--- src/rtl/ul_rx_if.sv ---
// Uplink receive bus: serial line, envelope and frame config in; parallel frame and status out.
interface ul_rx_if #(
  parameter int unsigned DATA_WIDTH = 8,
  parameter int unsigned DATA_DEPTH = 8,
  parameter int unsigned DIV_WIDTH  = 8
);
  localparam int unsigned WW = $clog2(DATA_WIDTH) + 1;
  localparam int unsigned DW = $clog2(DATA_DEPTH) + 1;

  logic                                   ul_in;
  logic                                   ul_en;
  logic [DIV_WIDTH-1:0]                   clk_div;
  logic [WW-1:0]                          width;
  logic [DW-1:0]                          depth;
  logic                                   err_clear;
  logic [DATA_DEPTH-1:0][DATA_WIDTH-1:0]  par_out;
  logic                                   par_valid;
  logic                                   ul_done;
  logic                                   train_err;
  logic                                   frame_err;
  logic                                   busy;

  modport master (
    output ul_in, ul_en, clk_div, width, depth, err_clear,
    input  par_out, par_valid, ul_done, train_err, frame_err, busy
  );

  modport slave (
    input  ul_in, ul_en, clk_div, width, depth, err_clear,
    output par_out, par_valid, ul_done, train_err, frame_err, busy
  );
endinterface

--- src/rtl/ul_rx_controller.sv ---
// Uplink receiver: checks the alternating training preamble, then deserializes a
// width x depth payload (row 0 first, MSB first) into a parallel buffer.
module ul_rx_controller #(
  parameter int unsigned DATA_WIDTH     = 8,
  parameter int unsigned DATA_DEPTH     = 8,
  parameter int unsigned PREAMBLE_COUNT = 8,
  parameter int unsigned DIV_WIDTH      = 8
) (
  input  logic     clk,
  input  logic     rst_n,
  ul_rx_if.slave   bus
);
  localparam int unsigned WW = $clog2(DATA_WIDTH) + 1;
  localparam int unsigned DW = $clog2(DATA_DEPTH) + 1;
  localparam int unsigned PW = $clog2(PREAMBLE_COUNT) + 1;

  typedef enum logic [1:0] {S_IDLE, S_TRAINING, S_DESER, S_DRAIN} state_e;

  state_e                                 state_q;
  logic                                   en_q;
  logic [DIV_WIDTH-1:0]                   div_q;
  logic [DIV_WIDTH-1:0]                   phase_q;
  logic [WW-1:0]                          width_q;
  logic [WW-1:0]                          col_q;
  logic [DW-1:0]                          depth_q;
  logic [DW-1:0]                          row_q;
  logic [PW-1:0]                          idx_q;
  logic [DATA_DEPTH-1:0][DATA_WIDTH-1:0]  par_q;
  logic                                   valid_q;
  logic                                   done_q;
  logic                                   train_err_q;
  logic                                   frame_err_q;
  logic                                   busy_q;

  logic sample_c;
  logic wrap_c;
  logic last_c;
  logic pre_bit_c;

  assign sample_c  = (phase_q == (div_q >> 1));
  assign wrap_c    = (phase_q == div_q);
  assign last_c    = (row_q == depth_q) && (col_q == '0);
  assign pre_bit_c = ~idx_q[0];

  assign bus.par_out   = par_q;
  assign bus.par_valid = valid_q;
  assign bus.ul_done   = done_q;
  assign bus.train_err = train_err_q;
  assign bus.frame_err = frame_err_q;
  assign bus.busy      = busy_q;

  // en_q resets high so a line already enveloped at reset release is not a frame start.
  always_ff @(posedge clk or negedge rst_n) begin
    if (!rst_n) begin
      state_q     <= S_IDLE;
      en_q        <= 1'b1;
      div_q       <= '0;
      phase_q     <= '0;
      width_q     <= '0;
      col_q       <= '0;
      depth_q     <= '0;
      row_q       <= '0;
      idx_q       <= '0;
      par_q       <= '0;
      valid_q     <= 1'b0;
      done_q      <= 1'b0;
      train_err_q <= 1'b0;
      frame_err_q <= 1'b0;
      busy_q      <= 1'b0;
    end else begin
      en_q   <= bus.ul_en;
      done_q <= 1'b0;
      if (bus.err_clear) begin
        train_err_q <= 1'b0;
        frame_err_q <= 1'b0;
      end
      case (state_q)
        S_IDLE: begin
          if (bus.ul_en && !en_q) begin
            state_q <= S_TRAINING;
            busy_q  <= 1'b1;
            width_q <= bus.width;
            depth_q <= bus.depth;
            div_q   <= bus.clk_div;
            col_q   <= bus.width;
            row_q   <= '0;
            par_q   <= '0;
            valid_q <= 1'b0;
            phase_q <= '0;
            idx_q   <= '0;
          end
        end
        S_TRAINING: begin
          if (!bus.ul_en) begin
            frame_err_q <= 1'b1;
            done_q      <= 1'b1;
            state_q     <= S_IDLE;
            busy_q      <= 1'b0;
          end else begin
            phase_q <= wrap_c ? '0 : phase_q + DIV_WIDTH'(1);
            if (wrap_c) begin
              if (idx_q == PW'(PREAMBLE_COUNT - 1)) begin
                state_q <= S_DESER;
                idx_q   <= '0;
              end else begin
                idx_q <= idx_q + PW'(1);
              end
            end
            // A mismatch overrides the end-of-preamble move when both land on one cycle.
            if (sample_c && (bus.ul_in != pre_bit_c)) begin
              train_err_q <= 1'b1;
              state_q     <= S_DRAIN;
            end
          end
        end
        S_DESER: begin
          if (!bus.ul_en) begin
            frame_err_q <= 1'b1;
            done_q      <= 1'b1;
            state_q     <= S_IDLE;
            busy_q      <= 1'b0;
          end else begin
            phase_q <= wrap_c ? '0 : phase_q + DIV_WIDTH'(1);
            if (sample_c) begin
              for (int r = 0; r < int'(DATA_DEPTH); r++) begin
                for (int c = 0; c < int'(DATA_WIDTH); c++) begin
                  if ((row_q == DW'(r)) && (col_q == WW'(c))) par_q[r][c] <= bus.ul_in;
                end
              end
              if (last_c) begin
                done_q  <= 1'b1;
                valid_q <= 1'b1;
                state_q <= S_IDLE;
                busy_q  <= 1'b0;
              end else if (col_q == '0) begin
                col_q <= width_q;
                row_q <= row_q + DW'(1);
              end else begin
                col_q <= col_q - WW'(1);
              end
            end
          end
        end
        S_DRAIN: begin
          if (!bus.ul_en) begin
            done_q  <= 1'b1;
            state_q <= S_IDLE;
            busy_q  <= 1'b0;
          end
        end
        default: begin
          state_q <= S_IDLE;
          busy_q  <= 1'b0;
        end
      endcase
    end
  end
endmodule

--- src/flat_wrapper.sv ---
// flat-port wrapper written by rule: the top's interface ports become plain ports
module ul_rx_controller_flat 
#(
  parameter int unsigned DATA_WIDTH     = 8,
  parameter int unsigned DATA_DEPTH     = 8,
  parameter int unsigned PREAMBLE_COUNT = 8,
  parameter int unsigned DIV_WIDTH      = 8
)
  (clk, rst_n, bus_ul_in, bus_ul_en, bus_clk_div, bus_width, bus_depth, bus_err_clear, bus_par_out, bus_par_valid, bus_ul_done, bus_train_err, bus_frame_err, bus_busy);
  ul_rx_if #(.DATA_WIDTH(DATA_WIDTH), .DATA_DEPTH(DATA_DEPTH), .DIV_WIDTH(DIV_WIDTH)) bus_i ();
  input  logic clk;
  input  logic rst_n;
  input wire logic [$bits(bus_i.ul_in)-1:0] bus_ul_in;
  input wire logic [$bits(bus_i.ul_en)-1:0] bus_ul_en;
  input wire logic [$bits(bus_i.clk_div)-1:0] bus_clk_div;
  input wire logic [$bits(bus_i.width)-1:0] bus_width;
  input wire logic [$bits(bus_i.depth)-1:0] bus_depth;
  input wire logic [$bits(bus_i.err_clear)-1:0] bus_err_clear;
  output wire logic [$bits(bus_i.par_out)-1:0] bus_par_out;
  output wire logic [$bits(bus_i.par_valid)-1:0] bus_par_valid;
  output wire logic [$bits(bus_i.ul_done)-1:0] bus_ul_done;
  output wire logic [$bits(bus_i.train_err)-1:0] bus_train_err;
  output wire logic [$bits(bus_i.frame_err)-1:0] bus_frame_err;
  output wire logic [$bits(bus_i.busy)-1:0] bus_busy;
  assign bus_i.ul_in = bus_ul_in;
  assign bus_i.ul_en = bus_ul_en;
  assign bus_i.clk_div = bus_clk_div;
  assign bus_i.width = bus_width;
  assign bus_i.depth = bus_depth;
  assign bus_i.err_clear = bus_err_clear;
  assign bus_par_out = bus_i.par_out;
  assign bus_par_valid = bus_i.par_valid;
  assign bus_ul_done = bus_i.ul_done;
  assign bus_train_err = bus_i.train_err;
  assign bus_frame_err = bus_i.frame_err;
  assign bus_busy = bus_i.busy;
  ul_rx_controller #(.DATA_WIDTH(DATA_WIDTH), .DATA_DEPTH(DATA_DEPTH), .PREAMBLE_COUNT(PREAMBLE_COUNT), .DIV_WIDTH(DIV_WIDTH)) u_core (.clk(clk), .rst_n(rst_n), .bus(bus_i));
endmodule
--- config.mk ---
export PLATFORM = sky130hd
export DESIGN_NAME = ul_rx_controller_flat
export DESIGN_NICKNAME = d
export VERILOG_FILES = /design/src/rtl/ul_rx_if.sv /design/src/rtl/ul_rx_controller.sv /design/src/flat_wrapper.sv
export SDC_FILE = /design/constraint.sdc
export NUM_CORES = 1
export LEC_CHECK = 0
export ABC_CLOCK_PERIOD_IN_PS = 3800
export BUFFER_PORTS_ARGS = -buffer_cell sky130_fd_sc_hd__clkbuf_2
export CELL_PAD_IN_SITES_DETAIL_PLACEMENT = 2
export CELL_PAD_IN_SITES_GLOBAL_PLACEMENT = 2
export CORE_MARGIN = 2
export CORE_UTILIZATION = 39
export CTS_BUF_LIST = sky130_fd_sc_hd__clkbuf_8
export CTS_CLUSTER_DIAMETER = 100
export DETAILED_ROUTE_END_ITERATION = 6
export PLACE_DENSITY_LB_ADDON = 0.12
export SLEW_MARGIN = 5
export SYNTH_ARGS = -nofsm -noshare
export SYNTH_HDL_FRONTEND = slang
export SYNTH_SLANG_ARGS = --single-unit
export TNS_END_PERCENT = 20
--- constraint.sdc ---
create_clock -name clk -period 3.8 [get_ports clk]
set_input_delay 0.95 -clock clk [delete_from_list [all_inputs] [get_ports clk]]
set_output_delay 0.95 -clock clk [all_outputs]
set_load 0.005 [all_outputs]
==> results.json <==
{
  "grt-ovfl-total": 0,
  "finalWorstPathRequiredPeriod_ps": 2936,
  "buffers_inserted_during_post_cts_setup_optimization": 0,
  "synth_flop_cell": "dfrtp_1",
  "seq_power_share_pct": 47.5,
  "detailedRoute.firstIterationViolations": 164,
  "hold_viol": 0,
  "worst_setup_hold_path_clk_slew_ps": 110,
  "rows": 42,
  "num_io_pins": 90,
  "globalplace.congestion": 0.8407,
  "via_density_per_instance": 5.443,
  "grt_use_met2_pct": 39.55,
  "antenna-diode-count": 0,
  "reg2reg_depth": 6,
  "areaGrowthSynthToFinish_pct": 16.00,
  "netlist_area_um2": 5162,
  "yosysSeqAreaShare_pct": 52.38,
  "n_fill_cell": 1388,
  "synth_cells": 516,
  "synthesis.nets": 551,
  "critPathMaxFanout": 16,
  "synth.cells.most_frequent": "o21ai_0, dfrtp_1, nand2_1",
  "chipWidth_um": 119.1,
  "dp_hpwl_um": 11320,
  "clock-root-buffer": "clkbuf_8",
  "route.detailed.drc": 0,
  "worstHoldPathType": "flop to flop",
  "drv_slew": 0,
  "worstPathRequired_ps": 4030,
  "layout-drive-gt1-share_pct": 23.97,
  "global_route_wire_length_before_repair_um": 25210,
  "numCtsBuffers": 9,
  "tritoncts": "built",
  "num_vias": 4273,
  "min_delay_path_depth": 1,
  "average_footprint_of_a_synthesized_cell_um2": 10.00,
  "met1_usage_pct": 28.24,
  "pin_count_of_the_biggest_net_entering_global_routing": 47,
  "wl_per_instance_um": 19.16,
  "synth-async-reset-ratio_pct": 100.0,
  "worstSetupPathType": "flop to flop",
  "synth_edf_count": 0,
  "outcome": "finished clean",
  "final-setup-viol-count": 0,
  "placeableCoreArea_um2": 13090,
  "groute.layer.met3.usage_pct": 4.071,
  "synth_seq_cells": 108,
  "postCtsResizedCells": 0,
  "io_buffers": 89,
  "start_util_pct": 39.45,
  "antenna_left": 0,
  "timing.slew.headroom_pct": 27.43,
  "holdBufCountCts": 0,
  "most_area_consuming_cells_after_synthesis": "dfrtp_1, o21ai_0, mux2_2",
  "gr-max-usage-layer": "met2",
  "timing.final.crit_share_pct": 77.26,
  "critical_path.reg2reg.startpoint": "u_core.phase_q[2]",
  "routed_wl_um": 15040,
  "synth_top_cell_by_area": "dfrtp_1",
  "nNetsFinal": 639,
  "p_switching_uw": 1145,
  "worst-endpoint-arrival_ps": 3170,
  "synth.distinct_cells": 50,
  "dieArea_um2": 14170,
  "clock_path_buffers": 2,
  "timing.hold.worst.start": "u_core.idx_q[3]",
  "static-leakage-power_uw": 0.002849,
  "die_height_um": 119.1,
  "worst_ir_drop_vdd_uv": 239.1,
  "yosys_warns": 0,
  "first_global_vias": 4678,
  "power_per_cell_area_nw_per_um2": 529.2,
  "reg2reg_setup_slack_ps": 860,
  "cts_max_level": 3,
  "grt_antenna_before_repair": 0,
  "clk_latency_ps": 400,
  "hold_slack_ps": 493.9,
  "comb_power_share_pct": 29.5,
  "critPathCaptureType": "flop",
  "power.share.clock_pct": 23.1,
  "regToRegEndpoint": "u_core.bus.par_out[33]",
  "cap_violations": 0,
  "intPower_uw": 2024,
  "power_switching_share_pct": 36.14,
  "fmax_mhz": 340.6,
  "clock-sinks": 108,
  "detail_route.first_pass.iterations": 4,
  "grt_setup_unrepaired": "no",
  "synth_top_area_share_pct": 51.87,
  "worstSetupStartpointType": "flop",
  "synth_most_common_cell": "o21ai_0",
  "worst_clock_skew_ps": 15.12,
  "gr-usage-all-layers_pct": 22.67,
  "max_slew.worst_pin.slew_ps": 1084,
  "holdPathEnd": "u_core.idx_q[3]",
  "finalSetupTns_ps": 0
}
how the worst max path moves through the flow:
stage	end	cells past startpoint	startpoint	slack, ps
floorplan	u_core.phase_q[7]	6	bus_ul_en	1520
global placement	u_core.bus.par_out[24]	7	bus_ul_en	900
detailed placement	u_core.bus.par_out[37]	6	bus_ul_en	790
CTS	u_core.bus.par_out[33]	6	u_core.phase_q[2]	860
global route	u_core.bus.par_out[33]	6	u_core.phase_q[2]	610
finish	u_core.bus.par_out[33]	6	u_core.phase_q[2]	860
metal layers:
metal / share of wire [%] / wire (um)
met3: 3.5 / 523
met2: 51 / 7686
met1: 44 / 6562
met5: 0 / 0
met4: 1.8 / 271
layout make-up:
type,instances,area [um^2],area share [%]
clock inverters,6,63.81,1.066
repair buffers,100,543.0,9.068
clock buffers,10,137.6,2.298
well taps,176,220.2,3.677
flip-flops and latches,108,2704,45.15
inverters,13,48.80,0.8149
multi-input cells,372,2271,37.92
state kept, by name, indices dropped and copies added, names as in the netlist:
| name | flops |
|---|---|
| u_core.bus.par_out | 64 |
| u_core.idx_q | 4 |
| u_core.width_q | 4 |
| u_core.col_q | 4 |
| u_core.state_q | 2 |
| u_core.depth_q | 4 |
| u_core.bus.train_err | 1 |
| u_core.bus.frame_err | 1 |
| u_core.row_q | 4 |
| u_core.bus.par_valid | 1 |
| u_core.bus.ul_done | 1 |
| u_core.en_q | 1 |
| u_core.bus.busy | 1 |
| u_core.phase_q | 8 |
| u_core.div_q | 8 |
per-stage QoR:
step	cells	power, uW	setup WS, ps	utilization (%)	instance area [um^2]
floorplan	516	2138	1522	-	5162
global placement	769	2408	903.7	44.22	5787
global route	785	3395	611.8	45.76	5988
finish	785	3169	864.2	45.76	5988
detailed placement	769	2473	786.7	44.22	5787
CTS	785	3214	862.7	45.76	5988
layout by cell type, fill, tap and decap left out, types with 5 or more instances in the layout:
cell type  synthesis  routed
nand3_1            7       7
inv_1             13      15
buf_4              0      11
nand4_1            6       6
clkbuf_2           0      88
nor2_1            14      14
xor2_1            10      10
dfrtp_1          107     107
nand2_1           64      64
ha_1              14      14
o21ai_0          135     135
a31oi_1           11      11
nand2b_1           5       5
xnor2_1           10      10
mux2_2            25      25
clkbuf_8           3      10
a21oi_1           19      19
power groups by stage:
| stage | combinational, uW | sequential (uW) | clock, uW |
|---|---|---|---|
| after floorplan | 662 | 1480 | 0 |
| after global placement | 892 | 1520 | 0 |
| after detailed placement | 940 | 1530 | 0 |
| after CTS | 951 | 1510 | 754 |
| after global routing | 1060 | 1540 | 796 |
| final | 933 | 1500 | 731 |
logic make-up after synthesis:
family	synth area share [%]
AO/OA/AOI/OAI	20.92
XOR/XNOR	3.393
adder cells (fa/ha/maj)	3.393
buffers and inverters	3.635
flip-flops	52.38
multiplexers	5.453
AND/OR/NAND/NOR	10.83
critical path, cell delays in order, from the launching register on:
cell and delay [ps]:
dfrtp_1 480, xor2_1 200, nor4_1 660, and2_1 520, a31oi_1 480, o21ai_0 310, o21ai_0 130
(Power assumes the default switching activity.)
